$ cat config.mk
export PLATFORM = sky130hd
export DESIGN_NAME = pipeline_hazard_ctrl
export DESIGN_NICKNAME = d
export VERILOG_FILES = /design/src/rtl/pipeline_hazard_ctrl.sv
export SDC_FILE = /design/constraint.sdc
export NUM_CORES = 1
export LEC_CHECK = 0
export CAP_MARGIN = 10
export CORE_MARGIN = 2
export CORE_UTILIZATION = 49
export CTS_CLUSTER_DIAMETER = 80
export CTS_CLUSTER_SIZE = 14
export DETAILED_ROUTE_END_ITERATION = 10
export GPL_ROUTABILITY_DRIVEN = 1
export PLACE_DENSITY = 0.95
export REMOVE_ABC_BUFFERS = 1
export SLEW_MARGIN = 20
export SYNTH_ARGS = -nofsm -noshare
export SYNTH_HDL_FRONTEND = slang
export SYNTH_SLANG_ARGS = --single-unit
$ cat constraint.sdc
create_clock -name clk -period 4.94 [get_ports clk]
set_clock_uncertainty 0.15 [all_clocks]
set_input_delay 0.988 -clock clk [delete_from_list [all_inputs] [get_ports clk]]
set_output_delay 0.988 -clock clk [all_outputs]
set_load 0.02 [all_outputs]
$ cat src/rtl/pipeline_hazard_ctrl.sv
// Pipeline hazard controller: RAW bubble insertion, branch flush and
// memory-wait freeze with a timeout trap, sitting beside the ID stage.
module pipeline_hazard_ctrl #(
    parameter bit          FORWARD_EN  = 1'b1,
    parameter int unsigned MEM_TIMEOUT = 15
) (
    input  logic        clk,
    input  logic        rst,
    input  logic        id_valid,
    input  logic [4:0]  id_src1,
    input  logic [4:0]  id_src2,
    input  logic        id_two_src,
    input  logic [4:0]  exe_dest,
    input  logic        exe_wb_en,
    input  logic        exe_mem_r_en,
    input  logic [4:0]  mem_dest,
    input  logic        mem_wb_en,
    input  logic        br_taken,
    input  logic        mem_req,
    input  logic        mem_ready,
    output logic        pc_freeze,
    output logic        if_id_freeze,
    output logic        if_id_flush,
    output logic        id_exe_flush,
    output logic        pipe_freeze,
    output logic        mem_error,
    output logic [15:0] stall_count
);

    typedef enum logic [1:0] {
        RUN      = 2'd0,
        MEM_WAIT = 2'd1,
        ERROR    = 2'd2
    } state_t;

    localparam logic [7:0] TIMEOUT_LAST = 8'(MEM_TIMEOUT - 1);

    state_t      state_reg, state_next;
    logic [7:0]  wait_cnt_reg, wait_cnt_next;
    logic [15:0] stall_count_reg;

    logic hit_exe, hit_mem, data_stall, mem_pending, mem_stall;

    // Register 0 is hardwired, so a write to it never creates a dependency.
    assign hit_exe = exe_wb_en && (exe_dest != 5'd0) &&
                     ((exe_dest == id_src1) || (id_two_src && (exe_dest == id_src2)));
    assign hit_mem = mem_wb_en && (mem_dest != 5'd0) &&
                     ((mem_dest == id_src1) || (id_two_src && (mem_dest == id_src2)));

    assign data_stall  = id_valid && (FORWARD_EN ? (hit_exe && exe_mem_r_en)
                                                 : (hit_exe || hit_mem));
    assign mem_pending = mem_req && !mem_ready;
    assign mem_stall   = (state_reg == ERROR) || mem_pending;

    always_ff @(posedge clk or posedge rst) begin
        if (rst) begin
            state_reg    <= RUN;
            wait_cnt_reg <= 8'd0;
        end else begin
            state_reg    <= state_next;
            wait_cnt_reg <= wait_cnt_next;
        end
    end

    always_comb begin
        state_next    = state_reg;
        wait_cnt_next = wait_cnt_reg;
        case (state_reg)
            RUN: begin
                if (mem_pending) begin
                    state_next    = MEM_WAIT;
                    wait_cnt_next = 8'd1;
                end
            end
            MEM_WAIT: begin
                if (mem_pending) begin
                    wait_cnt_next = wait_cnt_reg + 8'd1;
                    if (wait_cnt_reg == TIMEOUT_LAST)
                        state_next = ERROR;
                end else begin
                    // Completion or abort both release the pipeline.
                    state_next    = RUN;
                    wait_cnt_next = 8'd0;
                end
            end
            ERROR:   state_next = ERROR;
            default: begin
                state_next    = RUN;
                wait_cnt_next = 8'd0;
            end
        endcase
    end

    always_comb begin
        pc_freeze    = 1'b0;
        if_id_freeze = 1'b0;
        if_id_flush  = 1'b0;
        id_exe_flush = 1'b0;
        pipe_freeze  = 1'b0;
        if (!rst) begin
            if (mem_stall) begin
                // A pending branch stays in the held registers and flushes on release.
                pipe_freeze  = 1'b1;
                pc_freeze    = 1'b1;
                if_id_freeze = 1'b1;
            end else if (br_taken) begin
                if_id_flush  = 1'b1;
                id_exe_flush = 1'b1;
            end else if (data_stall) begin
                pc_freeze    = 1'b1;
                if_id_freeze = 1'b1;
                id_exe_flush = 1'b1;
            end
        end
    end

    always_ff @(posedge clk or posedge rst) begin
        if (rst)
            stall_count_reg <= 16'd0;
        else if (pc_freeze && (stall_count_reg != 16'hFFFF))
            stall_count_reg <= stall_count_reg + 16'd1;
    end

    assign stall_count = stall_count_reg;
    assign mem_error   = !rst && (state_reg == ERROR);

endmodule

==> implementation parameters, run 1 <==
Parameter                              Value

GRT
  Global-route usage over all layers ... 21.1%
  Via count of the first global-routing pass ... 1224
  Pin count of the biggest net entering global routing ... 27
  Remaining global-route overflow ... 0
  Initial antenna violation count ... 0
  Wire length of the first global-routing pass ... roughly 5600 um

Floorplanning
  Area enclosed by the die boundary ... 3610 um^2
  Die outline width ... 60.1 um
  Starting Density ... 51.0%
  Number of primary I/O pins ... 52
  Core outline area ... 3030 um^2
  Die Span Y ... 60.1 um
  Number of standard-cell rows in the floorplan ... 20

Synth
  Yosys top cell area share ... 42.2%
  Leading cell types by count after synthesis ... 26 x sky130_fd_sc_hd__dfrtp_1, 15 x sky130_fd_sc_hd__xor2_1, 14 x sky130_fd_sc_hd__nand2_1, 14 x sky130_fd_sc_hd__xnor2_1
  Top FF cell, synth ... sky130_fd_sc_hd__dfrtp_1
  Most frequent cell after synthesis ... sky130_fd_sc_hd__dfrtp_1
  EDFF count, synth ... 0
  Area leader, netlist ... sky130_fd_sc_hd__dfrtp_1
  Cell area after synthesis ... 1540 um^2
  Proportion of synthesized area in mux cells ... between 1 and 1.5%
  Post-synthesis xor/xnor area fraction ... 17.5%
  Main area contributors after synthesis ... sky130_fd_sc_hd__dfrtp_1 42%, sky130_fd_sc_hd__xor2_1 8.5%, sky130_fd_sc_hd__xnor2_1 7.9%, sky130_fd_sc_hd__nand3_2 4.5%, sky130_fd_sc_hd__nand2_1 3.4%
  Combinational family with the most area after synthesis ... simple AND/OR/NAND/NOR gates
  Mean instance size in the synthesized netlist ... 10.6 um^2
  Adder-cell area share of the yosys netlist ... between 2 and 2.5%
  Simple-gate area share of the yosys netlist ... 24.7%
  Number of instances in the synthesized netlist ... 146
  Total of warnings raised by yosys ... 0
  Flops & latches, synth ... 26
  Post-synthesis compound-gate area fraction ... 8.27%
  Count of cell types in the netlist ... 38
  Sequential area share after synthesis ... roughly 42%
  Share of flip-flops with an asynchronous set or reset ... 100%

Timing
  Setup tns final ... 0 ns
  Transition time at the pin with the least slew margin ... 0.415 ns
  Slew Limit Headroom ... 72.3%
  Unrepaired setup endpoints after global routing ... false
  Share of the clock period used by the worst path ... 88.9%
  Achievable clock frequency ... ~230 MHz
  Final critical path time including I/O delays and setup ... 4.39 ns
  Number of hold violations in the final report ... 0
  Count of endpoints failing setup in the final report ... 0
  Number of pins exceeding their max-slew limit in the final report ... 0

Setup path
  Endpoint type of the worst setup path ... output port
  Data required time at the worst endpoint ... 3.80 ns
  Worst setup SP type ... input pin
  Classification of the worst setup path ... in2out
  Worst endpoint data arrival time ... 3.25 ns
  Worst-path maximum fanout ... 3
  R2r setup slk ... 2.75 ns

Clock network
  Level count of the clock H-tree ... 1
  Number of clock sinks ... 26
  Clock-pin transition on the worst setup and hold timing paths ... 0.13 ns
  Maximum buffer depth of the clock tree ... 2
  TritonCTS clock tree ... done
  Number of hold-repair buffers added at the cts stage ... 0
  TritonCTS buffer count ... 3
  Setup fix buffers added after clock tree synthesis ... 0
  Root buffer cell ... sky130_fd_sc_hd__clkbuf_4
  Post-cts gate resize count ... 0
  Latest clock arrival within the worst-skew pair ... 0.32 ns

Route
  Average via count per standard cell ... 5.44
  DRC violation total after the first TritonRoute iteration ... 38
  Post-Route WL ... 3480 um
  First-pass DRT Iterations ... 6
  # DRC ... 0
  Routed Antenna Nets ... 0
  Number of vias in the routed layout ... 1267
  Detail-routed net length per standard cell ... 14.9 um

Flow run
  # Max-Cap Violations ... 0

Run status
  Run status ... finished, final reports clean

Power
  Clk network pwr share ... 16.6%
  Power per cell area ... between 200 and 300 nW/um^2
  Portion of total power attributed to combinational logic ... approximately a third
  Register share of total power ... between 40 and 50%
  Switching share of power ... a little over a third
  Internal power of the cells ... 0.349 mW
  Worst VDD drop ... 0.197 mV
  Static leakage ... 0.862 nW
  Switching power summed over all nets ... 0.186 mW

Hold path
  Class of the tightest hold or removal check ... reg2reg

Finish
  Count of antenna diodes in the layout ... 0
  # nets final ... between 200 and 250
  Filler instances ... 249
  Max reg flops ... 16
  Layout cell share with drive strength beyond 1 ... 8.47%
  Cell Count, Final, Fillers Out ... 233
  Area growth from synthesis to layout ... 31.9%

Place
  Placed wire-length estimate ... 2690 um
  Count of buffers from port buffering ... 45
  Placer congestion estimate ... 0.864
  Placed cell count ... 230
critical path, cell delays in order:
cell and delay [ns]:
sky130_fd_sc_hd__clkdlybuf4s50_1 0.47, sky130_fd_sc_hd__xor2_1 0.20, sky130_fd_sc_hd__nor4_2 0.27, sky130_fd_sc_hd__a32oi_1 0.21
sky130_fd_sc_hd__o41ai_4 0.43, sky130_fd_sc_hd__clkdlybuf4s50_1 0.68
cell families after synthesis:
| logic type | Yosys count |
|---|---|
| flops | 26 |
| fa+ha+maj | 3 |
| compound gates | 15 |
| xor+xnor | 30 |
| buf+inv | 9 |
| mux | 2 |
| simple gates | 61 |
routing by layer:
layer,vias to the layer above,share of wire (%),global-route usage (%)
met5,-,0,0
met1,603,39,22.8
met4,0,2.4,9.84
met3,6,8.2,4.11
met2,58,51,38.8
li1,600,-,-
cells in the final DEF, fill, tap and decap left out, types with 4 or more instances in the layout:
cell and count:
sky130_fd_sc_hd__clkdlybuf4s50_1 45, sky130_fd_sc_hd__dfrtp_1 26, sky130_fd_sc_hd__xor2_1 15, sky130_fd_sc_hd__nand2_1 14, sky130_fd_sc_hd__xnor2_1 14, sky130_fd_sc_hd__nor2_1 8, sky130_fd_sc_hd__nand4_1 8, sky130_fd_sc_hd__nand3_2 7
sky130_fd_sc_hd__and3_1 6, sky130_fd_sc_hd__and2_1 4, sky130_fd_sc_hd__o22ai_1 4
path summary, 6_finish.rpt:
kind                                               end  cells after the start                         from
max reg2reg                 stall_count[1]$_DFFE_PP0P_                      6   stall_count[2]$_DFFE_PP0P_
min reg2reg                stall_count[15]$_DFFE_PP0P_                      1  stall_count[15]$_DFFE_PP0P_
max                                       if_id_freeze                      6                  exe_dest[3]
max in group asynchronous  wait_cnt_reg[1]$_DFFE_PP0P_                      3                          rst
min in group asynchronous     state_reg[1]$_DFFE_PP0P_                      3                          rst
min                        stall_count[15]$_DFFE_PP0P_                      1  stall_count[15]$_DFFE_PP0P_
stage by stage:
stage | hold slack, ns | total power [mW] | utilization [%] | setup slack [ns] | area [um^2]
floorplan | 0.309 | 0.360 | - | 1.58 | 1500
CTS | 0.356 | 0.538 | 67.2 | 0.505 | 2030
finish | 0.353 | 0.535 | 67.2 | 0.548 | 2030
global placement | 0.332 | 0.441 | 66.4 | 0.590 | 2010
global route | 0.389 | 0.563 | 67.2 | 0.432 | 2030
detailed placement | 0.337 | 0.452 | 66.4 | 0.503 | 2010
layout make-up:
cell class | instances | area, um^2 | area share (%)
Tap cell | 44 | 55.1 | 2.71
Clock buffer | 3 | 22.5 | 1.11
Sequential cell | 26 | 651 | 32.0
Multi-Input combinational cell | 111 | 837 | 41.1
Inverter | 3 | 11.3 | 0.554
Timing Repair Buffer | 46 | 458 | 22.5
power by group through the flow:
stage                     clock network [mW]  registers, mW  logic (mW)
final                                 0.0890          0.266       0.180
after global routing                  0.0987          0.270       0.194
after CTS                             0.0903          0.266       0.182
after detailed placement                   0          0.270       0.182
after global placement                     0          0.266       0.175
after floorplan                            0          0.289      0.0716
(Power assumes the default switching activity.)
==> inputs of run 2 (changes only) <==
==> constraint.sdc (replaced) <==
create_clock -name clk -period 5.5 [get_ports clk]
set_clock_uncertainty 0.15 [all_clocks]
set_input_delay 1.1 -clock clk [delete_from_list [all_inputs] [get_ports clk]]
set_output_delay 1.1 -clock clk [all_outputs]
set_load 0.02 [all_outputs]
==> run 2 against run 1 <==
Sequential share of layout area fell by 0.21 points. Critical path depth did not move. First-iteration DRC count fell by 24%. Final cell count rose by 0.43%. Register-to-register slack improved by 0.55 ns. Non-clock buffer count did not move. Wire length rose by 2.9%. Count of clock-buffer cells in the layout rose by 1.
==> implementation parameters, run 2 (synthesized netlist as in run 1, its figures left out) <==
Parameter                              Value

Run status
  Run status ... finished, final reports clean (unchanged)

Clock network
  TritonCTS clock tree ... done (unchanged)
  Number of clock sinks ... 26 (unchanged)
  Number of hold-repair buffers added at the cts stage ... 0 (unchanged)
  Clock-pin transition on the worst setup and hold timing paths ... 0.13 ns (about the same)
  Post-cts gate resize count ... 0 (unchanged)
  Latest clock arrival within the worst-skew pair ... 0.33 ns (was 0.32 ns)
  Level count of the clock H-tree ... 1 (unchanged)
  Root buffer cell ... sky130_fd_sc_hd__clkbuf_4 (unchanged)
  Maximum buffer depth of the clock tree ... 2 (unchanged)
  Setup fix buffers added after clock tree synthesis ... 0 (unchanged)
  TritonCTS buffer count ... 3 (unchanged)

Place
  Instance area after placement ... 2010 um^2 (unchanged)
  Placed wire-length estimate ... 2720 um (was 2690 um)
  Count of buffers from port buffering ... 45 (unchanged)
  Placer congestion estimate ... 0.885 (was 0.864)

Setup path
  Data required time at the worst endpoint ... 4.25 ns (was 3.80 ns)
  Worst setup SP type ... input pin (unchanged)
  Endpoint type of the worst setup path ... output port (unchanged)
  Worst endpoint data arrival time ... 3.39 ns (was 3.25 ns)
  Classification of the worst setup path ... in2out (unchanged)
  Worst-path maximum fanout ... 3 (unchanged)

Floorplanning
  Area enclosed by the die boundary ... 3610 um^2 (unchanged)
  Die Span Y ... 60.1 um (unchanged)
  Starting Density ... 51.0% (unchanged)
  Number of primary I/O pins ... 52 (unchanged)
  Number of standard-cell rows in the floorplan ... 20 (unchanged)
  Core outline area ... 3030 um^2 (unchanged)
  Die outline width ... 60.1 um (unchanged)

Timing
  Final critical path time including I/O delays and setup ... approximately 4.6 ns
  Number of hold violations in the final report ... 0 (unchanged)
  Unrepaired setup endpoints after global routing ... false (unchanged)
  Number of pins exceeding their max-slew limit in the final report ... 0 (unchanged)
  Count of endpoints failing setup in the final report ... 0 (unchanged)
  Slew Limit Headroom ... 72.8% (was 72.3%)
  Setup tns final ... 0 ns (unchanged)
  Share of the clock period used by the worst path ... 84.4%
  Hold_ws ... 0.358 ns (was 0.353 ns)
  Achievable clock frequency ... ~220 MHz
  Transition time at the pin with the least slew margin ... 0.408 ns (was 0.415 ns)

Route
  First-pass DRT Iterations ... 4 (was 6)
  Average via count per standard cell ... 5.34 (was 5.44)
  Routed Antenna Nets ... 0 (unchanged)
  DRC violation total after the first TritonRoute iteration ... 29 (was 38)
  Number of vias in the routed layout ... 1250 (was 1267)
  Post-Route WL ... 3580 um (was 3480 um)
  Detail-routed net length per standard cell ... 15.3 um (was 14.9 um)
  # DRC ... 0 (unchanged)

GRT
  Wire length of the first global-routing pass ... 5790 um (was 5580 um)
  Global-route usage over all layers ... 21.7% (was 21.1%)
  Via count of the first global-routing pass ... 1249 (was 1224)
  Initial antenna violation count ... 0 (unchanged)
  Pin count of the biggest net entering global routing ... 28 (was 27)
  Remaining global-route overflow ... 0 (unchanged)

Power
  Static leakage ... 0.869 nW (was 0.862 nW)
  Worst VDD drop ... 0.181 mV (was 0.197 mV)
  Power per cell area ... 244 nW/um^2 (was 263 nW/um^2)

Finish
  Post-Layout Inst Area ... 2050 um^2 (was 2030 um^2)
  Most common library cell in the layout ignoring fill and taps ... sky130_fd_sc_hd__clkdlybuf4s50_1 (unchanged)
  Count of antenna diodes in the layout ... 0 (unchanged)
  Area occupied by multi-input gates ... 837 um^2 (unchanged)
  Highest-count cells in the layout ignoring fill and taps ... 45 x sky130_fd_sc_hd__clkdlybuf4s50_1, 26 x sky130_fd_sc_hd__dfrtp_1, 15 x sky130_fd_sc_hd__xor2_1, 14 x sky130_fd_sc_hd__nand2_1, 14 x sky130_fd_sc_hd__xnor2_1 (unchanged)
  Max reg flops ... 16 (unchanged)
  Area growth from synthesis to layout ... 32.8% (was 31.9%)
  Combined flip-flop and latch cell area ... 651 um^2 (unchanged)
  End-of-flow core utilization ... 67.6% (was 67.2%)
  Layout cell share with drive strength beyond 1 ... 8.95% (was 8.47%)
  Filler instances ... 243 (was 249)
  # nets final ... 224 (unchanged)

Flow run
  # Max-Cap Violations ... 0 (unchanged)

Hold path
  Class of the tightest hold or removal check ... reg2reg (unchanged)
[run 2: cell count changes in the layout (fill, tap and decap cells not counted), sizes merged]
cell	change
clkbuf	+1
[run 2: report_power, final]
group,internal (mW),switching [mW]
sequential,0.211,0.0270
combinational,0.0768,0.0872
clock,0.0406,0.0571
total,0.329,0.171
[run 2: metal layers]
layer	up-vias	track usage (%)	share of wire (%)
li1	598	-	-
met2	46	39.0	51
met4	0	7.62	1.5
met1	601	24.6	40
met3	5	5.41	7.5
met5	-	0	0
[run 2: path summary, 6_finish.rpt]
path	slack (ns)	cells past startpoint	to	startpoint
setup / recovery	0.86	6	if_id_freeze	exe_dest[3]
hold / removal	0.36	1	stall_count[9]$_DFFE_PP0P_	stall_count[9]$_DFFE_PP0P_
setup reg to reg	3.30	6	stall_count[1]$_DFFE_PP0P_	stall_count[2]$_DFFE_PP0P_
hold reg to reg	0.36	1	stall_count[9]$_DFFE_PP0P_	stall_count[9]$_DFFE_PP0P_
max in group asynchronous	3.84	3	stall_count[1]$_DFFE_PP0P_	rst
min in group asynchronous	1.11	3	state_reg[1]$_DFFE_PP0P_	rst
[run 2: critical path: stages]
cell and delay [ns]:
sky130_fd_sc_hd__clkdlybuf4s50_1 0.47, sky130_fd_sc_hd__xor2_1 0.19, sky130_fd_sc_hd__nor4_2 0.29, sky130_fd_sc_hd__a32oi_1 0.21
sky130_fd_sc_hd__o41ai_4 0.44, sky130_fd_sc_hd__clkdlybuf4s50_1 0.69
[run 2: area by class of cell]
class                      count  area share (%)
tap                           44            2.69
inverter                       3           0.550
sequential                    26            31.8
multi-input combinational    111            40.9
clock buffer                   4            1.77
timing repair buffer          46            22.4
[run 2: stage by stage]
stage / std cells / setup slack, ns / total power, mW
2_1_floorplan: 140 / 1.91 / 0.324
3_3_place_gp: 230 / 0.925 / 0.396
3_5_place_dp: 230 / 0.823 / 0.405
4_1_cts: 234 / 0.824 / 0.502
5_1_grt: 234 / 0.748 / 0.527
6_report: 234 / 0.859 / 0.500
==> inputs of run 3 (changes only) <==
--- a/config.mk
+++ b/config.mk
@@ -7,12 +7,12 @@
 export LEC_CHECK = 0
 export CAP_MARGIN = 10
 export CORE_MARGIN = 2
-export CORE_UTILIZATION = 49
+export CORE_UTILIZATION = 45
 export CTS_CLUSTER_DIAMETER = 80
 export CTS_CLUSTER_SIZE = 14
 export DETAILED_ROUTE_END_ITERATION = 10
 export GPL_ROUTABILITY_DRIVEN = 1
-export PLACE_DENSITY = 0.95
+export PLACE_DENSITY = 0.9
 export REMOVE_ABC_BUFFERS = 1
 export SLEW_MARGIN = 20
 export SYNTH_ARGS = -nofsm -noshare
==> constraint.sdc (replaced) <==
create_clock -name clk -period 4.5 [get_ports clk]
set_clock_uncertainty 0.15 [all_clocks]
set_input_delay 0.9 -clock clk [delete_from_list [all_inputs] [get_ports clk]]
set_output_delay 0.9 -clock clk [all_outputs]
set_load 0.02 [all_outputs]
==> run 3 against run 2 <==
Sequential cell count did not move. Sequential power increased by 22%. Wire length is 9.6% lower. Worst setup slack lost 0.52 ns. Combinational power is 18% higher. Count of clock-buffer cells in the layout decreased by 1. First-iteration DRC count fell by 14%. Die area up 8.3%. Cell area up 0.92%. Final cell count rose by 0.85%. Global-route usage fell by 4.4 points. Critical path depth unchanged. Largest cell class unchanged. Largest power group unchanged. Highest routed layer unchanged.
==> implementation parameters, run 3 (synthesized netlist as in run 1, its figures left out) <==
Parameter                              Value

Setup path
  Terminus of the critical flop-to-flop path ... stall_count[1]$_DFFE_PP0P_ (unchanged)
  Worst-path cell chain ... clkdlybuf4s50_1 -> xor2_1 -> nor4_2 -> a32oi_1 -> o41ai_4 -> clkdlybuf4s50_1 (unchanged)
  Maximum cell stage delay along the critical path ... 0.68 ns (was 0.69 ns)
  Worst endpoint data arrival time ... 3.11 ns (was 3.39 ns)
  Worst setup SP type ... input pin (unchanged)
  Buffering stage count on the worst path with inverters included ... 2 (unchanged)
  R2r setup slk ... 2.34 ns (was 3.30 ns)
  Endpoint type of the worst setup path ... output port (unchanged)
  Register-to-Register Path Depth ... 6 (unchanged)
  Classification of the worst setup path ... in2out (unchanged)
  Worst-path maximum fanout ... 3 (unchanged)
  Cell family with most CP delay ... buffers and inverters (unchanged)
  Cell seen most often among critical-path stages ... sky130_fd_sc_hd__clkdlybuf4s50_1 (unchanged)
  Launching point of the worst reg2reg path ... stall_count[2]$_DFFE_PP0P_ (unchanged)
  Cell with the largest stage delay on the worst path ... sky130_fd_sc_hd__clkdlybuf4s50_1 (unchanged)
  Data required time at the worst endpoint ... 3.45 ns (was 4.25 ns)

Power
  Clk network pwr share ... 24.9% (was 19.5%)
  Portion of total power attributed to combinational logic ... 30.1% (was 32.8%)
  Worst VDD drop ... 0.310 mV (was 0.181 mV)
  Register share of total power ... 45.0% (was 47.7%)
  Static leakage ... 0.876 nW (was 0.869 nW)
  Internal power of the cells ... 0.441 mW (was 0.329 mW)
  Power per cell area ... 312 nW/um^2 (was 244 nW/um^2)
  Switching share of power ... 31.7% (was 34.3%)
  Switching power summed over all nets ... 0.205 mW (was 0.171 mW)

Clock network
  Root buffer cell ... sky130_fd_sc_hd__clkbuf_4 (unchanged)
  Post-cts gate resize count ... 0 (unchanged)
  Latest clock arrival within the worst-skew pair ... 0.33 ns (about the same)
  Level count of the clock H-tree ... 1 (unchanged)
  TritonCTS buffer count ... 3 (unchanged)
  Maximum buffer depth of the clock tree ... 2 (unchanged)
  Setup fix buffers added after clock tree synthesis ... 0 (unchanged)
  Clock-pin transition on the worst setup and hold timing paths ... 0.15 ns (was 0.13 ns)
  TritonCTS clock tree ... done (unchanged)
  Number of clock sinks ... 26 (unchanged)
  Number of hold-repair buffers added at the cts stage ... 0 (unchanged)

Place
  Placed wire-length estimate ... 2480 um (was 2720 um)
  Count of buffers from port buffering ... 45 (unchanged)
  Placer congestion estimate ... 0.770 (was 0.885)
  Placed cell count ... 232 (was 230)

Finish
  Count of antenna diodes in the layout ... 0 (unchanged)
  Filler instances ... 281 (was 243)
  Max reg flops ... 16 (unchanged)
  Most common library cell in the layout ignoring fill and taps ... sky130_fd_sc_hd__clkdlybuf4s50_1 (unchanged)
  Area growth from synthesis to layout ... 34.0% (was 32.8%)
  Layout cell share with drive strength beyond 1 ... 8.95% (unchanged)
  Combined flip-flop and latch cell area ... 651 um^2 (unchanged)
  Cell Count, Final, Fillers Out ... 236 (was 234)
  Area occupied by multi-input gates ... 837 um^2 (unchanged)
  Highest-count cells in the layout ignoring fill and taps ... 45 x sky130_fd_sc_hd__clkdlybuf4s50_1, 26 x sky130_fd_sc_hd__dfrtp_1, 15 x sky130_fd_sc_hd__xor2_1, 14 x sky130_fd_sc_hd__nand2_1, 14 x sky130_fd_sc_hd__xnor2_1 (unchanged)
  # nets final ... 224 (unchanged)

Hold path
  Class of the tightest hold or removal check ... reg2reg (unchanged)
  Cells on Worst Hold Path ... 1 (unchanged)
  Source of the worst hold timing path ... stall_count[5]$_DFFE_PP0P_ (was stall_count[9]$_DFFE_PP0P_)
  Worst Hold End ... stall_count[5]$_DFFE_PP0P_ (was stall_count[9]$_DFFE_PP0P_)

GRT
  Wire length of the first global-routing pass ... 5590 um (was 5790 um)
  Remaining global-route overflow ... 0 (unchanged)
  Global-route usage over all layers ... 17.3% (was 21.7%)
  Via count of the first global-routing pass ... 1234 (was 1249)
  Initial antenna violation count ... 0 (unchanged)
  Pin count of the biggest net entering global routing ... 27 (was 28)

Floorplanning
  Die Span Y ... 62.6 um (was 60.1 um)
  Starting Density ... 46.6% (was 51.0%)
  Number of primary I/O pins ... 52 (unchanged)
  Number of standard-cell rows in the floorplan ... 21 (was 20)
  Area enclosed by the die boundary ... 3910 um^2 (was 3610 um^2)
  Die outline width ... 62.6 um (was 60.1 um)
  Core outline area ... 3310 um^2 (was 3030 um^2)

Timing
  Number of hold violations in the final report ... 0 (unchanged)
  Setup tns final ... 0 ns (unchanged)
  Count of endpoints failing setup in the final report ... 0 (unchanged)
  Share of the clock period used by the worst path ... 92.4%
  Unrepaired setup endpoints after global routing ... false (unchanged)
  Achievable clock frequency ... 241 MHz
  Number of pins exceeding their max-slew limit in the final report ... 0 (unchanged)
  Transition time at the pin with the least slew margin ... 0.425 ns (was 0.408 ns)
  Hold_ws ... 0.364 ns (was 0.358 ns)
  Slew Limit Headroom ... 71.7% (was 72.8%)
  Final critical path time including I/O delays and setup ... a little over 4 ns

Flow run
  # Max-Cap Violations ... 0 (unchanged)

Route
  Routed Antenna Nets ... 0 (unchanged)
  Post-Route WL ... 3240 um (was 3580 um)
  First-pass DRT Iterations ... 4 (unchanged)
  DRC violation total after the first TritonRoute iteration ... 25 (was 29)
  # DRC ... 0 (unchanged)
  Average via count per standard cell ... 5.16 (was 5.34)
  Number of vias in the routed layout ... 1217 (was 1250)
  Detail-routed net length per standard cell ... 13.7 um (was 15.3 um)

Run status
  Run status ... finished, final reports clean (unchanged)
-- run 3: worst reg2reg max path, delay by kind of cell, from the launching register on --
| kind | cells | cell delay (ns) |
|---|---|---|
| mux | 1 | 0.33 |
| flops | 1 | 0.48 |
| compound gates | 1 | 0.28 |
| simple gates | 4 | 0.82 |
-- run 3: layout make-up --
| class | instances | share of cell area (%) |
|---|---|---|
| multi-input combinational | 111 | 40.5 |
| timing repair buffer | 46 | 22.2 |
| sequential | 26 | 31.5 |
| clock buffer | 3 | 1.09 |
| clock inverter | 1 | 1.45 |
| inverter | 3 | 0.545 |
| tap | 46 | 2.78 |
-- run 3: power groups by stage --
stage	Sequential [mW]	Combinational, mW	Clock [mW]
after global routing	0.297	0.206	0.172
after global placement	0.294	0.193	0
after detailed placement	0.295	0.196	0
after CTS	0.291	0.196	0.161
final	0.291	0.194	0.161
after floorplan	0.317	0.0786	0
-- run 3: through the flow --
stage                     worst slack (ns)  area [um^2]  power (mW)  utilization, %
after floorplan                       1.31         1500       0.395               -
after global placement               0.359         2010       0.487            60.8
after detailed placement             0.332         2010       0.491            60.8
after CTS                            0.327         2070       0.649            62.4
after global routing                 0.204         2070       0.676            62.4
final                                0.344         2070       0.646            62.4
-- run 3: layer usage --
layer | track usage (%) | wire length [um] | up-vias
li1 | - | - | 599
met2 | 29.4 | 1540 | 41
met3 | 3.60 | 218 | 2
met1 | 22.3 | 1460 | 575
met4 | 5.00 | 20 | 0
met5 | 0 | 0 | -
-- run 3: how the worst max path moves through the flow --
stage | from | slack, ns | end | depth (start not counted)
2_1_floorplan | exe_dest[3] | 1.31 | if_id_freeze | 4
3_3_place_gp | exe_dest[3] | 0.36 | if_id_freeze | 6
3_5_place_dp | exe_dest[3] | 0.33 | pc_freeze | 6
4_1_cts | exe_dest[3] | 0.33 | pc_freeze | 6
5_1_grt | exe_dest[3] | 0.20 | pc_freeze | 6
6_report | exe_dest[3] | 0.34 | pc_freeze | 6
==> variant 1 (settings of run 3) <==
Put one more register stage on the output `stall_count`, cleared by the reset. The value now appears one clock later. The other outputs are not delayed to match.
--- a/src/rtl/pipeline_hazard_ctrl.sv
+++ b/src/rtl/pipeline_hazard_ctrl.sv
@@ -122,5 +122,11 @@
     end
 
-    assign stall_count = stall_count_reg;
+    always_ff @(posedge clk or posedge rst) begin
+        if (rst) begin
+            stall_count <= '0;
+        end else begin
+            stall_count <= stall_count_reg;
+        end
+    end
     assign mem_error   = !rst && (state_reg == ERROR);
 
Function: changed (Yosys sat finds a counterexample within 4 cycles, from zero or initial values and one cycle with rst high).
==> variant 1 against run 3 <==
- sequential cell count grew 16
- cell area up 17%
- count of clock-buffer cells in the layout increased by 4
- routed wire length is essentially flat
- area after synthesis rose by 19%
- non-clock buffer count stayed put
- critical path depth is the same
- total power grew 45%
- die area is 18% higher
- core utilization shrank 1.5 points
- clock power rose by 50%
- worst setup slack got worse by 0.094 ns
- largest power group unchanged
==> variant 1: results (changes against run 3) <==
CTS H-tree lvls = 2 (+1)
initial antenna violation count = 0 (unchanged)
Synth warnings = 0 (unchanged)
Critical R2R Launch = stall_count_reg[0]
DP HPWL = 2376 um (-4.0%)
vias in the first global route = 1213 (-1.7%)
min-delay src = stall_count_reg[12]
number of different library cells in the post-synthesis netlist = 32 (-16%)
share of synthesized flip-flops with an asynchronous set or reset = 100.0% (unchanged)
latest clock arrival within the worst-skew pair = 0.29 ns (-0.04 ns)
largest net degree at the start of global routing = 43 (+59%)
number of DRC markers in iteration 0 = 83 (+230%)
Hold Path Class = flop to flop
post_cts resized = 0 (unchanged)
Crit path arrival time = 3.20 ns (+0.09 ns)
most used flip-flop cell after synthesis = dfrtp_1
VDD IR max = 0.2648 mV (-15%)
Final nets = 239 (+6.7%)
status = finished clean
critical path launch point = exe_dest[3]
Commonest cells post-synth = dfrtp_1, xor2_1, nand2_1, xnor2_1, nor2_1
Post-CTS Setup Inserts = 0 (unchanged)
max-slew violation count = 0 (unchanged)
Worst-Margin Slew = 0.5013 ns (+0.07620 ns)
IO buf count = 45 (unchanged)
Vias = 1303 (+7.1%)
Final Wtd Congestion = 0.7964 (+3.5%)
CTS Buf Count = 5 (+2)
Seq/Total Area, Yosys = 57.07% (+15 points)
GRT Resource Usage Total = 16.06% (-1.2 points)
global-route wire length before repair = 5388 um (-3.6%)
Worst Path Max Fanout = 4 (+1)
Inserted Diodes = 0 (unchanged)
Clock transition at path regs = 0.07 ns (-0.08 ns)
Synth area leaders = dfrtp_1, xor2_1, xnor2_1
Root Buffer = clkbuf_8
max reg flops = 32 (+16)
maximum clock insertion buffer count = 2 (unchanged)
DR pass1 iterations = 4 (unchanged)
share of cells above drive strength 1 = 8.213% (-0.73 points)
WL/cell = 12.58 um (-8.2%)
leakage power total = 0.001054 uW (+20%)
Filler cells = 337 (+20%)
variant 1: report_power, final:
part / switching, uW / internal, uW / total, uW
logic: 97.1 / 109 / 206
clock network: 117 / 124 / 241
registers: 52.0 / 437 / 489
variant 1: layout make-up:
class                           instances  area, um2  share of cell area, %
Clock buffer                            7      86.33                  3.570
Clock inverter                          1      5.005                 0.2069
Inverter                                4      15.01                 0.6208
Multi-Input combinational cell        107      740.7                  30.63
Sequential cell                        42       1051                  43.46
Tap cell                               50      62.56                  2.587
Timing Repair Buffer                   46      457.9                  18.93
variant 1: worst max-delay path, cell delays in order:
cell             delay, ns
clkdlybuf4s50_1       0.47
xor2_1                0.20
nor4_2                0.26
a32oi_1               0.17
o41ai_2               0.50
clkdlybuf4s50_1       0.71
variant 1: cells by family (layout without fill, tap and decap cells):
family	count (synthesis)	after routing	synth area share (%)
buffers and inverters	10	58	2.717
adder cells (fa/ha/maj)	3	3	2.038
AO/OA/AOI/OAI	11	11	4.960
multiplexers	2	2	1.223
flip-flops	42	42	57.07
AND/OR/NAND/NOR	61	61	17.73
XOR/XNOR	30	30	14.27
variant 1: final timing paths:
kind	end	slack [ns]	cells past startpoint
min in group asynchronous	stall_count_reg[0]	1.01	3
hold reg to reg	stall_count[12]	0.27	0
hold / removal	stall_count[12]	0.27	0
setup / recovery	pc_freeze	0.25	6
max in group asynchronous	stall_count[4]	2.84	3
setup reg to reg	stall_count_reg[1]	2.37	5
variant 1: per-stage QoR:
stage,area [um2],std cells,setup WS [ns],power [uW]
3_3_place_gp,2327,249,0.2669,696.3
4_1_cts,2419,257,0.2243,945.2
5_1_grt,2419,257,0.1197,984.4
3_5_place_dp,2327,249,0.2382,702.6
6_report,2419,257,0.2503,936.0
2_1_floorplan,1807,153,1.014,592.2
variant 1: routing by layer:
metal | part of all wire (%) | wire [um] | track usage (%) | vias to the layer above
met4 | 0.68 | 22 | 9.000 | 0
met2 | 52 | 1674 | 25.24 | 37
met1 | 42 | 1372 | 20.58 | 628
li1 | - | - | - | 636
met3 | 5.1 | 165 | 3.454 | 2
met5 | 0 | 0 | 0 | -
==> variant 2 (config.mk and constraints of run 3) <==
Without the edit above. The parameter `FORWARD_EN` goes from 1'b1 to 1'b0.
--- a/src/rtl/pipeline_hazard_ctrl.sv
+++ b/src/rtl/pipeline_hazard_ctrl.sv
@@ -2,5 +2,5 @@
 // memory-wait freeze with a timeout trap, sitting beside the ID stage.
 module pipeline_hazard_ctrl #(
-    parameter bit          FORWARD_EN  = 1'b1,
+    parameter bit          FORWARD_EN  = 1'b0,
     parameter int unsigned MEM_TIMEOUT = 15
 ) (
Behaviour: not the same (Yosys sat finds a counterexample within 4 cycles, from zero or initial values and one cycle with rst high).
==> variant 2 against run 3 <==
- routed wire length grew 28%
- fmax shrank 2.3%
- area after synthesis grew 15%
- combinational power grew 23%
- cell area grew 13%
- total power grew 4.4%
- worst setup slack lost 0.097 ns
- sequential cell count is the same
- largest cell class unchanged
- highest routed layer unchanged
==> variant 2: results (changes against run 3) <==
hold_buf cts = 0 (unchanged)
CP max stage delay = 0.62 ns (-0.06 ns)
DP HPWL = 2972 um (+20%)
post_cts resized = 0 (unchanged)
Worst Path Max Fanout = 3 (unchanged)
maximum clock insertion buffer count = 2 (unchanged)
Final Wtd Congestion = 0.8181 (+6.3%)
IO buf count = 50 (+11%)
CTS Buf Count = 3 (unchanged)
Synth warnings = 0 (unchanged)
WL/cell = 15.24 um (+11%)
Crit path arrival time = 3.20 ns (+0.09 ns)
XOR/XNOR Fraction of Synth Area = 20.33% (+2.8 points)
largest net degree at the start of global routing = 27 (unchanged)
relative slew slack = 48.87% (-23 points)
global-route wire length before repair = 6734 um (+20%)
status = finished clean
Post-CTS Setup Inserts = 0 (unchanged)
share of synthesized flip-flops with an asynchronous set or reset = 100.0% (unchanged)
adder-cell share of the synthesized area = 2.125% (-0.31 points)
Commonest cells post-synth = xor2_1, dfrtp_1, nand2_1
kind of cell adding the most delay to the critical path = buffers and inverters
Hold Path Class = flop to flop
VDD IR max = 0.2892 mV (-6.8%)
share of cells above drive strength 1 = 10.27% (+1.3 points)
most used flip-flop cell after synthesis = dfrtp_1
DR pass1 iterations = 4 (unchanged)
cells after synthesis = 176 (+21%)
Post-DP Area = 2296 um2 (+14%)
post-synthesis mux area share = 1.204% (-0.17 points)
Final Hold Vio Count = 0 (unchanged)
GRT Resource Usage Total = 19.64% (+2.3 points)
Post-Place Setup Slack = 0.2490 ns (-0.08289 ns)
dpl cells = 269 (+16%)
Seq/Total Area, Yosys = 36.83% (-5.3 points)
EDFF count, synth = 0 (unchanged)
Clock transition at path regs = 0.09 ns (-0.06 ns)
number of different library cells in the post-synthesis netlist = 37 (-2.6%)
via/cell ratio = 5.515 (+6.9%)
slowest CP cell = clkdlybuf4s50_1
Vias = 1500 (+23%)
max reg flops = 16 (unchanged)
Root Buffer = clkbuf_8
latest clock arrival within the worst-skew pair = 0.27 ns (-0.06 ns)
Final nets = 259 (+16%)
CTS H-tree lvls = 1 (unchanged)
Inserted Diodes = 0 (unchanged)
number of DRC markers in iteration 0 = 63 (+150%)
post-synthesis compound-gate area fraction = 17.56% (+9.3 points)
Synth area leaders = dfrtp_1, xor2_1, a211oi_2
initial antenna violation count = 0 (unchanged)
Switching Power = 233.6 uW (+14%)
leakage power total = 0.0009727 uW (+11%)
[variant 2: cell types whose count changed in the layout (fill, tap and decap cells not counted), sizes merged, moves of 5 or more]
cell / change
a2111oi: +6
a211oi: +8
clkdlybuf4s50: +5
nand2: +5
xnor2: -13
xor2: +24
[variant 2: metal layers]
| layer | part of all wire, % | track usage [%] | up-vias |
|---|---|---|---|
| met1 | 42 | 24.63 | 705 |
| met4 | 0.87 | 6.122 | 0 |
| li1 | - | - | 726 |
| met2 | 48 | 33.88 | 65 |
| met5 | 0 | 0 | - |
| met3 | 9.0 | 3.885 | 4 |
[variant 2: path summary, 6_finish.rpt]
path,start,end,slack (ns),depth (start not counted)
setup / recovery,exe_dest[3],pc_freeze,0.25,8
min in group asynchronous,rst,wait_cnt_reg[7],0.99,3
hold / removal,stall_count[9],stall_count[9],0.34,1
setup reg to reg,state_reg[0],stall_count[1],1.66,7
hold reg to reg,stall_count[9],stall_count[9],0.34,1
max in group asynchronous,rst,wait_cnt_reg[4],2.96,3
[variant 2: area by class of cell]
| type | instances | area [um2] |
|---|---|---|
| fill | 330 | 1379 |
| multi-input combinational | 137 | 1044 |
| sequential | 26 | 650.6 |
| timing repair buffer | 53 | 523.0 |
| tap | 48 | 60.06 |
| clock buffer | 3 | 41.29 |
| inverter | 5 | 18.77 |
[variant 2: power by group through the flow]
stage / Clock [uW] / Combinational (uW) / Sequential (uW)
4_1_cts: 131 / 241 / 307
3_3_place_gp: 0 / 234 / 310
6_report: 128 / 238 / 307
2_1_floorplan: 0 / 88.8 / 341
5_1_grt: 141 / 257 / 315
3_5_place_dp: 0 / 239 / 310
